$ cat config.mk
export PLATFORM = sky130hd
export DESIGN_NAME = mem_host_sequencer
export DESIGN_NICKNAME = d
export VERILOG_FILES = /design/src/rtl/mem_host_sequencer.sv
export SDC_FILE = /design/constraint.sdc
export NUM_CORES = 1
export LEC_CHECK = 0
export CORE_ASPECT_RATIO = 2
export CORE_MARGIN = 5
export CORE_UTILIZATION = 52
export CTS_CLUSTER_DIAMETER = 30
export DETAILED_ROUTE_END_ITERATION = 6
export GPL_ROUTABILITY_DRIVEN = 0
export PLACE_DENSITY = 0.83
export SLEW_MARGIN = 10
export SYNTH_ARGS = -nofsm -noshare
export SYNTH_HDL_FRONTEND = slang
export SYNTH_SLANG_ARGS = --single-unit
$ cat constraint.sdc
create_clock -name main_clk -period 7.25 [get_ports main_clk]
set_input_delay 1.45 -clock main_clk [delete_from_list [all_inputs] [get_ports main_clk]]
set_output_delay 1.45 -clock main_clk [all_outputs]
set_load 0.01 [all_outputs]
$ cat src/rtl/mem_host_sequencer.sv
// Host-side sequencer for the CPU memory port: optional clear, streamed program load,
// timed CPU run window, then streamed dump of a memory window.
module mem_host_sequencer #(
    parameter int ADDR_W = 12,
    parameter int DATA_W = 32,
    parameter int RUN_W  = 16
) (
    input  logic              main_clk,
    input  logic              reset,
    input  logic              start,
    input  logic              do_clear,
    input  logic [ADDR_W-1:0] load_base,
    input  logic [ADDR_W-1:0] load_count,
    input  logic [RUN_W-1:0]  run_cycles,
    input  logic [ADDR_W-1:0] dump_base,
    input  logic [ADDR_W-1:0] dump_count,
    input  logic              ld_valid,
    input  logic [DATA_W-1:0] ld_data,
    output logic              ld_ready,
    output logic              dump_valid,
    output logic [DATA_W-1:0] dump_data,
    input  logic              dump_ready,
    output logic              cpu_en,
    output logic              mem_en,
    output logic              read_write,
    output logic              clr_mem,
    output logic [ADDR_W-1:0] address,
    output logic [DATA_W-1:0] data_in,
    input  logic [DATA_W-1:0] read_out_data,
    output logic              busy,
    output logic              done
);

    typedef enum logic [2:0] {
        S_IDLE, S_CLEAR, S_LOAD, S_RUN, S_DUMP_RD, S_DUMP_CAP, S_DUMP_OUT, S_DONE
    } state_t;

    localparam logic [ADDR_W-1:0] A_ONE = ADDR_W'(1);
    localparam logic [RUN_W-1:0]  R_ONE = RUN_W'(1);

    state_t            state, nxt;
    logic [ADDR_W-1:0] lb_q, lc_q, db_q, dc_q;
    logic [RUN_W-1:0]  rc_q, run_left, run_load;
    logic [ADDR_W-1:0] i_cnt, j_cnt, rd_addr;
    logic              accept, last_beat, last_word;

    function automatic state_t first_step(input logic [ADDR_W-1:0] lc,
                                          input logic [RUN_W-1:0]  rc,
                                          input logic [ADDR_W-1:0] dc);
        if (lc != '0)      return S_LOAD;
        else if (rc != '0) return S_RUN;
        else if (dc != '0) return S_DUMP_RD;
        else               return S_DONE;
    endfunction

    always_comb begin
        accept    = (state == S_LOAD) && ld_ready && ld_valid;
        last_beat = (i_cnt == lc_q - A_ONE);
        last_word = (j_cnt == dc_q - A_ONE);
        run_load  = (state == S_IDLE) ? run_cycles : rc_q;
        rd_addr   = db_q;
        if (state == S_IDLE)          rd_addr = dump_base;
        else if (state == S_DUMP_OUT) rd_addr = db_q + j_cnt + A_ONE;

        nxt = state;
        case (state)
            S_IDLE:
                if (start) nxt = do_clear ? S_CLEAR : first_step(load_count, run_cycles, dump_count);
            S_CLEAR:    nxt = first_step(lc_q, rc_q, dc_q);
            // ld_ready low inside LOAD marks the cycle carrying the final write
            S_LOAD:     if (!ld_ready) nxt = first_step('0, rc_q, dc_q);
            S_RUN:      if (run_left == '0) nxt = first_step('0, '0, dc_q);
            S_DUMP_RD:  nxt = S_DUMP_CAP;
            S_DUMP_CAP: nxt = S_DUMP_OUT;
            S_DUMP_OUT: if (dump_ready) nxt = last_word ? S_DONE : S_DUMP_RD;
            S_DONE:     nxt = S_IDLE;
            default:    nxt = S_IDLE;
        endcase
    end

    // Outputs are registered from the next state so each step's drive appears with the step.
    always_ff @(posedge main_clk or posedge reset) begin
        if (reset) begin
            state      <= S_IDLE;
            busy       <= 1'b0;
            done       <= 1'b0;
            cpu_en     <= 1'b0;
            clr_mem    <= 1'b0;
            mem_en     <= 1'b0;
            read_write <= 1'b0;
            address    <= '0;
            data_in    <= '0;
            ld_ready   <= 1'b0;
            dump_valid <= 1'b0;
            dump_data  <= '0;
            lb_q       <= '0;
            lc_q       <= '0;
            db_q       <= '0;
            dc_q       <= '0;
            rc_q       <= '0;
            run_left   <= '0;
            i_cnt      <= '0;
            j_cnt      <= '0;
        end else begin
            state      <= nxt;
            busy       <= (nxt != S_IDLE);
            done       <= (nxt == S_DONE);
            cpu_en     <= (nxt == S_RUN);
            clr_mem    <= (nxt == S_CLEAR);
            mem_en     <= (nxt == S_CLEAR) || (nxt == S_DUMP_RD) || accept;
            read_write <= accept;
            address    <= accept ? (lb_q + i_cnt) : ((nxt == S_DUMP_RD) ? rd_addr : '0);
            data_in    <= accept ? ld_data : '0;
            ld_ready   <= (nxt == S_LOAD) &&
                          ((state != S_LOAD) || (ld_ready && !(accept && last_beat)));
            dump_valid <= (nxt == S_DUMP_OUT);
            if (state == S_DUMP_CAP) dump_data <= read_out_data;

            if (state == S_IDLE && start) begin
                lb_q  <= load_base;
                lc_q  <= load_count;
                db_q  <= dump_base;
                dc_q  <= dump_count;
                rc_q  <= run_cycles;
                i_cnt <= '0;
                j_cnt <= '0;
            end
            if (accept) i_cnt <= i_cnt + A_ONE;
            if (state == S_DUMP_OUT && dump_ready) j_cnt <= j_cnt + A_ONE;

            if (nxt == S_RUN && state != S_RUN) run_left <= run_load - R_ONE;
            else if (state == S_RUN)            run_left <= run_left - R_ONE;
        end
    end

endmodule

==> results.toml, run 1 <==
[status]
outcome = "complete, no violations"

[sta]
max_freq_mhz = 164
setup-violations-final = 0
finClkSkew_ns = 0.00931
relSlewSlack = 0.254
tightestPinTransition_ns = 1.11
fin_crit_ns = 6.11
setup-tns-final_ns = 0
hold_viol = 0
slew_violations = 0
finalCritPeriodShare = 0.843
rsz0062_at_grt = "false"

[route]
vias_per_cell = 5.81
drt_first_pass_iters = 7
ant_nets = 0
remaining_drc_errors = 0
top_layer = "met4"
met1_length_mm = 9.84
wl_met3_mm = 1.08
wl_per_cell_um = 20.1
wirelength_mm = 29.2
vias = 8457
drt_iter0_drc = 451
met2WireLength_mm = 16.9

[critical_path]
critPathKind = "in -> reg"
endpoint_kind = "register"
required_ns = 7.57
path_buf_inv = 2
crit_path_top_delay_cell = "or4_1"
startpoint = "load_count[6]"
cp_cell_sequence = "clkdlybuf4s50_1 -> nor4_1 -> nand3_1 -> or4_1 -> a31oi_1 -> a41oi_2 -> o31ai_2 -> nor3_2 -> buf_4 -> mux2i_1 -> ha_1 -> nand2_1 -> or3_1 -> or4_1 -> or3_1 -> a221oi_1 -> a211oi_1"
cp.arrival_ns = 6.43
max_stage_delay_ns = 0.59
crit_fanout = 22
r2r-start = "dc_q[0]"
start_kind = "input port"
crit_family = "simple AND/OR/NAND/NOR gates"

[synth]
yosysWarnings = 0
synth-seq-cells = 191
synth.avg_cell_area_um2 = 10.4
ys_seq_area_frac = 0.470
async_reset_ff_frac = 1.00
synth_cells = 980
synth_top_area_frac = 0.470
synth_cell_types = 76
synthFlopType = "dfrtp_1"
syn_area_um2 = 10200
synth-edff-count = 0
netlist_top_cells_area = "dfrtp_1 (47%), mux2_2 (11%), ha_1 (3.3%), xnor2_1 (3.2%), nand2_1 (3.1%)"
yosysTopAreaCell = "dfrtp_1"
synthesis.nets = 1143

[global_route]
grt_max_degree = 140
grt_pass1_vias = 8796
antenna_found_initial = 0
grtUsageTotal = 0.265
overflow = 0
grt_pass1_wl_mm = 46.3

[job]
drv_cap = 0

[floorplanning]
ios = 218
die-area_um2 = 22600
initial_core_util = 0.527
dieHeight_um = 208
core_um2 = 19300
die_x_um = 109
num_rows = 72

[clock_tree]
clock_latency_ns = 0.44
postCtsSetupBuffers = 0
hold_buffers = 0
clockRootBuffer = "clkbuf_16"
h-tree-depth = 4
clkSinkCount = 191
cts-buffers-inserted = 17
clockBufferDepth = 2
cts_tree = "done"
clk_pin_slew_worst_paths_ns = 0.07
cts_resized = 0

[layout]
syn_to_final_growth_pct = 29.7
drive_gt1_frac = 0.130
fillers = 1494
layout.nets = 1347
diodes = 0

[hold_path]
hold_path.class = "reg -> reg"
hold_start = "dump_data[4]"

[place]
port_buffers = 217
dpl.hpwl_mm = 22.1

[pwr]
p_leak_uw = 0.00553
p_per_area_nw_per_um2 = 375
power_uw = 4940
irDropWorstVdd_mv = 0.195
-- final cells by class --
class | count | area [um^2] | share of cell area
sequential | 191 | 4780 | 0.363
timing repair buffer | 224 | 2220 | 0.169
multi-input combinational | 718 | 5110 | 0.388
tap | 259 | 324 | 0.0246
clock buffer | 18 | 429 | 0.0326
clock inverter | 13 | 185 | 0.0140
inverter | 32 | 128 | 0.00968
-- logic make-up after synthesis --
kind of cell | synth area share
buf+inv | 0.0278
xor+xnor | 0.0465
compound gates | 0.113
simple gates | 0.173
mux | 0.133
flops | 0.470
fa+ha+maj | 0.0372
-- cell usage in the layout (no fill, tap or decap), drive strengths merged, types with 11 or more instances in the layout --
cell / synthesis / routed
clkdlybuf4s50: 0 / 217
dfrtp: 191 / 191
mux2: 97 / 97
nand2: 85 / 85
nor2: 62 / 62
o21ai: 45 / 45
and2: 39 / 39
a21oi: 37 / 37
xnor2: 37 / 37
nand3: 36 / 36
inv: 32 / 35
nor3: 32 / 32
ha: 27 / 27
mux2i: 26 / 26
nor4: 24 / 24
clkbuf: 29 / 18
xor2: 17 / 17
o22ai: 12 / 12
or3: 11 / 11
-- report_power, final --
part | internal (uW) | switching, uW | total [uW] | leakage, uW
Clock | 577 | 414 | 991 | 0.000297
Sequential | 1420 | 348 | 1770 | 0.00240
Combinational | 1070 | 1120 | 2180 | 0.00284
-- metal layers --
layer  GRT usage  up-vias
li1            -     3930
met1       0.268     4169
met2       0.502      269
met3      0.0423       89
met4       0.134        0
met5           0        -
-- final timing paths --
kind / endpoint / slack, ns / cells after the start
setup reg to reg: run_left[14] / 1.18 / 18
setup / recovery: run_left[14] / 1.14 / 17
min in group asynchronous: dump_data[13] / 1.59 / 2
max in group asynchronous: lb_q[5] / 4.32 / 3
hold / removal: dump_data[4] / 0.51 / 1
hold reg to reg: dump_data[4] / 0.51 / 1
-- synthesized netlist by cell type, types with 4 or more instances --
| cell type | n |
|---|---|
| nor3_1 | 31 |
| o31ai_1 | 5 |
| buf_1 | 4 |
| a21oi_1 | 37 |
| or2_2 | 4 |
| xor2_1 | 17 |
| or3_1 | 11 |
| o21ai_0 | 44 |
| and2_1 | 39 |
| a221oi_1 | 4 |
| nand2b_1 | 9 |
| mux2_2 | 97 |
| o221ai_1 | 7 |
| xnor2_1 | 37 |
| nor2b_1 | 10 |
| nand3b_1 | 4 |
| ha_1 | 27 |
| nand4_1 | 7 |
| nor2_1 | 59 |
| dfrtp_1 | 191 |
| o22ai_1 | 12 |
| o41ai_1 | 4 |
| a211oi_1 | 4 |
| mux2i_1 | 26 |
| nand2_1 | 85 |
| o32ai_1 | 4 |
| buf_2 | 4 |
| and3_1 | 9 |
| nor4_1 | 22 |
| clkbuf_1 | 29 |
| a21o_1 | 7 |
| nand3_1 | 36 |
| inv_1 | 31 |
-- stage by stage --
stage	std cells	instance area (um^2)	hold slack, ns	util	setup WS, ns
global route	1455	13200	0.517	0.684	0.845
finish	1455	13200	0.506	0.684	1.14
CTS	1455	13200	0.507	0.684	1.15
detailed placement	1424	12600	0.493	0.652	0.739
floorplan	980	10200	0.486	-	0.601
global placement	1424	12600	0.486	0.652	0.959
-- state kept, by name, indices dropped and copies added (netlist names) --
signal and cells:
done 1, read_write 1, j_cnt 12, data_in 32
dump_data 32, busy 1, clr_mem 1, mem_en 1
ld_ready 1, lc_q 12, state 3, rc_q 16
run_left 16, address 12, cpu_en 1, db_q 12
dump_valid 1, dc_q 12, i_cnt 12, lb_q 12
Note: power is estimated with default switching activity, not from simulation.
==> run 2, diff against run 1 <==
--- a/config.mk
+++ b/config.mk
@@ -7,11 +7,11 @@
 export LEC_CHECK = 0
 export CORE_ASPECT_RATIO = 2
 export CORE_MARGIN = 5
-export CORE_UTILIZATION = 52
+export CORE_UTILIZATION = 47
 export CTS_CLUSTER_DIAMETER = 30
 export DETAILED_ROUTE_END_ITERATION = 6
 export GPL_ROUTABILITY_DRIVEN = 0
-export PLACE_DENSITY = 0.83
+export PLACE_DENSITY = 0.8
 export SLEW_MARGIN = 10
 export SYNTH_ARGS = -nofsm -noshare
 export SYNTH_HDL_FRONTEND = slang
==> constraint.sdc (replaced) <==
create_clock -name main_clk -period 5.6 [get_ports main_clk]
set_input_delay 1.12 -clock main_clk [delete_from_list [all_inputs] [get_ports main_clk]]
set_output_delay 1.12 -clock main_clk [all_outputs]
set_load 0.01 [all_outputs]
==> results.toml, run 2 (synthesized netlist as in run 1, its figures left out) <==
[route]
remaining_drc_errors = 0
wirelength_mm = 28.7
drt_iter0_drc = 430
vias = 8524
wl_per_cell_um = 19.2
ant_nets = 0
vias_per_cell = 5.72
drt_first_pass_iters = 7

[place]
port_buffers = 217
dpl.hpwl_mm = 22.1

[global_route]
grt_pass1_wl_mm = 45.4
grt_pass1_vias = 8861
overflow = 0
grt_max_degree = 113
antenna_found_initial = 0
grtUsageTotal = 0.233

[pwr]
sw_frac_of_total = 0.373
power_frac_seq = 0.346
p_sw_uw = 2450
p_leak_uw = 0.00567
irDropWorstVdd_mv = 0.351
clkPwrFrac = 0.216
p_per_area_nw_per_um2 = 490
p_comb_frac = 0.438
p_int_uw = 4130

[layout]
layout_commonest_cell = "clkdlybuf4s50_1"
drive_gt1_frac = 0.146
layout.nets = 1368
diodes = 0
final_cell_mix = "clkdlybuf4s50_1 (217), dfrtp_1 (191), mux2_2 (97)"
syn_to_final_growth_pct = 32.2
final-seq-area_um2 = 4780
reg.largest.list = "data_in x32, dump_data x32"
multi_input_area_um2 = 5110
fillers = 1737

[sta]
setup-violations-final = 0
relSlewSlack = 0.537
tightestPinTransition_ns = 0.694
max_freq_mhz = 194
hold_viol = 0
finalCritPeriodShare = 0.923
fin_crit_ns = 5.17
slew_violations = 0
whs_ns = 0.505
setup-tns-final_ns = 0
finClkSkew_ns = 0.00819
rsz0062_at_grt = "false"

[critical_path]
critPathKind = "in -> reg"
r2r-start = "dc_q[0]"
start_kind = "input port"
rr_endpoint = "run_left[14]"
required_ns = 5.95
r2r_cells = 17
cp.arrival_ns = 5.52
crit_fanout = 5
endpoint_kind = "register"
regToRegSetupSlack_ns = 0.54

[hold_path]
hold_depth = 1
hold_start = "dump_data[15]"
hold_end = "dump_data[15]"
hold_path.class = "reg -> reg"

[job]
drv_cap = 0

[clock_tree]
clkSinkCount = 191
clockBufferDepth = 2
clock_latency_ns = 0.45
clockRootBuffer = "clkbuf_16"
postCtsSetupBuffers = 0
h-tree-depth = 4
hold_buffers = 0
cts-buffers-inserted = 17
cts_tree = "done"
clk_pin_slew_worst_paths_ns = 0.07
cts_resized = 0

[floorplanning]
dieHeight_um = 218
initial_core_util = 0.475
die_x_um = 114
ios = 218
num_rows = 76
core_um2 = 21400
die-area_um2 = 24900

[status]
outcome = "complete, no violations"
## run 2: cell count changes in the layout (fill, tap and decap cells not counted)
cell / before / now
clkinv_2: 3 / 0
clkbuf_1: 1 / 0
clkinv_4: 1 / 2
inv_6: 3 / 4
bufinv_16: 4 / 6
clkbuf_8: 0 / 1
buf_4: 7 / 27
buf_12: 0 / 1
## run 2: power by group through the flow
stage	combinational, uW	sequential (uW)	clock (uW)
after CTS	2890	2270	1460
after global routing	3140	2330	1510
final	2890	2280	1430
after global placement	2790	2270	0
after detailed placement	2870	2290	0
after floorplan	1900	2230	0
## run 2: how the worst max path moves through the flow
stage                        from      endpoint  cells after the start
finish              load_count[8]  run_left[14]                     17
global route        load_count[6]  run_left[14]                     17
CTS                 load_count[6]  run_left[14]                     17
detailed placement  load_count[6]  run_left[14]                     17
global placement    load_count[6]  run_left[14]                     17
floorplan           run_cycles[3]  run_left[14]                     19
## run 2: cell type report
type / count / area share
Clock inverter: 14 / 0.0187
Sequential cell: 191 / 0.356
Multi-Input combinational cell: 718 / 0.380
Clock buffer: 18 / 0.0327
Tap cell: 273 / 0.0254
Inverter: 32 / 0.00921
Timing Repair Buffer: 245 / 0.178
## run 2: per-layer routing
layer  vias up  GRT usage  wire, um
li1       3982          -         -
met1      4163      0.232      9620
met2       289      0.440     16200
met3        90     0.0472      1370
met4         0      0.128      1530
met5         -          0         0
## run 2: critical path, stage by stage
cell             delay (ns)
clkdlybuf4s50_1        0.52
nor4_1                 0.10
buf_4                  0.14
nand3_1                0.13
nor4_1                 0.09
a211oi_1               0.49
inv_1                  0.17
a211o_1                0.30
nor3_2                 0.31
mux2i_1                0.30
ha_1                   0.23
nand2_1                0.07
or3_1                  0.33
or4_1                  0.45
or3_1                  0.35
a21o_1                 0.19
a211oi_1               0.24
## run 2: through the flow
stage / instances / utilization / power [uW] / cell area [um^2] / setup slack, ns
final: 1491 / 0.628 / 6590 / 13400 / 0.433
after CTS: 1491 / 0.628 / 6620 / 13400 / 0.385
after global placement: 1459 / 0.596 / 5060 / 12800 / 0.119
after detailed placement: 1459 / 0.596 / 5160 / 12800 / -0.0849
after global routing: 1491 / 0.628 / 6980 / 13400 / 0.233
after floorplan: 980 / - / 4120 / 10200 / 0.618
==> edit, RTL diff (settings of run 1) <==
Change the parameter `RUN_W` from 16 to 32.
--- a/src/rtl/mem_host_sequencer.sv
+++ b/src/rtl/mem_host_sequencer.sv
@@ -5,3 +5,3 @@
     parameter int DATA_W = 32,
-    parameter int RUN_W  = 16
+    parameter int RUN_W  = 32
 ) (
Interface: changed (resized run_cycles); port bits go from 218 to 234. No check against the original RTL was run, so the function may have changed too.
==> edit against run 1 <==
Die area up 24%. Worst setup slack got worse by 0.36 ns. Synthesized area is 25% higher. Total power increased by 43%. First-iteration DRC count up 110%. Sequential share of layout area down 2.4 points. Non-clock buffer count up 30. Wire length grew 36%. Count of clock-buffer cells in the layout grew 26. Sequential cell count increased by 32. Worst hold slack lost 0.025 ns. Global-route usage is 1.9 points higher. Design area grew 25%. Largest power group unchanged. Clock power up 70%.
==> edit: results (changes against run 1) <==
Yosys
  • Post-synthesis sequential area ratio: 43.8% (-3.2 points)
  • Synth Area in Adders: 3.04% (-0.67 points)
  • Distinct cell type count after synthesis: 83 (+9.2%)
  • Synth Area in Compound Gates: 14.4% (+3.1 points)
  • Post-Syn Nets: 1,641 (+44%)
  • Commonest cells post-synth: 341 x nand2_1, 223 x dfrtp_1, 92 x nor2_1
  • Ranking of synthesized cells by area: dfrtp_1 44%, nand2_1 10%, mux2i_1 3.5%, o21ai_0 3.4%, mux2_2 3.4%
  • Xor-xnor portion of the synthesized cell area: 2.95% (-1.7 points)

Power
  • Leakage: 0.00729 uW (+32%)
  • Internal: 4080 uW (+33%)
  • Sequential Power Share: 30.4% (-5.4 points)
  • Switch share: 42.2% (+4.2 points)

Critical path
  • Crit-path max cell delay: 0.57 ns (-0.02 ns)
  • R2R depth: 20 (+2)
  • Reg2reg end: run_left[24]
  • CP startpoint: run_cycles[7]
  • Crit path DAT: 6.86 ns (+0.43 ns)
  • CP max FO: 9 (-59%)

Timing
  • Worst Skew: 0.0149 ns (+0.00556 ns)
  • Slew headroom: 26.2% (+0.71 points)
  • WHS: 0.481 ns (-0.0251 ns)

Clocking
  • H-tree depth: 2 (-2)
  • Total CTS buffers: 37 (+20)

Placement
  • Placed cell areas: 15,300 um2 (+22%)
  • DP HPWL: 28.6 mm (+29%)

Outcome
  • Status: finished clean

Drt
  • Routed wire per std cell: 19.9 um (-1.2%)
  • Vias: 12.1k (+44%)
  • DRT Pass-1 Iters: 5 (-2)
  • DRT iter0 DRCs: 946 (+110%)

Finish
  • Fraction of layout cells with a size suffix above 1: 8.97% (-4.0 points)
  • Fillers: 1,889 (+26%)
  • Post-layout net count: 1,859 (+38%)

GRT
  • Antenna violations before repair: 1 (+1)
  • Overall fraction of global-route tracks in use: 28.4% (+1.9 points)

Hold path
  • Hold path depth: 2 (+1)
  • Hold Path Sink: lb_q[3]
  • HP Start: lb_q[3]
==> edit: cell count changes after synthesis, moves of 18 or more <==
cell	change
nor2_1	+33
mux2i_1	+18
nand2_1	+256
dfrtp_1	+32
a21oi_1	+23
o21ai_0	+42
mux2_2	-59
clkbuf_1	+20
==> edit: final cells by class <==
cell class	count	area (um2)	area share [%]
diodes	1	2.50	0.0152
clock buffers	44	982	5.95
clock inverters	20	200	1.21
inverters	35	135	0.819
multi-input cells	1129	6730	40.8
flip-flops and latches	223	5580	33.8
well taps	290	363	2.20
repair buffers	254	2500	15.2
==> edit: routing by layer <==
layer	vias to the layer above	global-route usage (%)	routed length (um)
li1	5592	-	-
met1	5886	27.5	12700
met2	512	53.5	21700
met3	151	5.81	2670
met4	0	17.5	2560
met5	-	0	0
==> edit: metrics by stage <==
stage | setup slack [ns] | std cells
detailed placement | 0.380 | 1931
finish | 0.778 | 1996
floorplan | 1.01 | 1462
global route | 0.345 | 1996
CTS | 0.881 | 1995
global placement | 0.628 | 1931
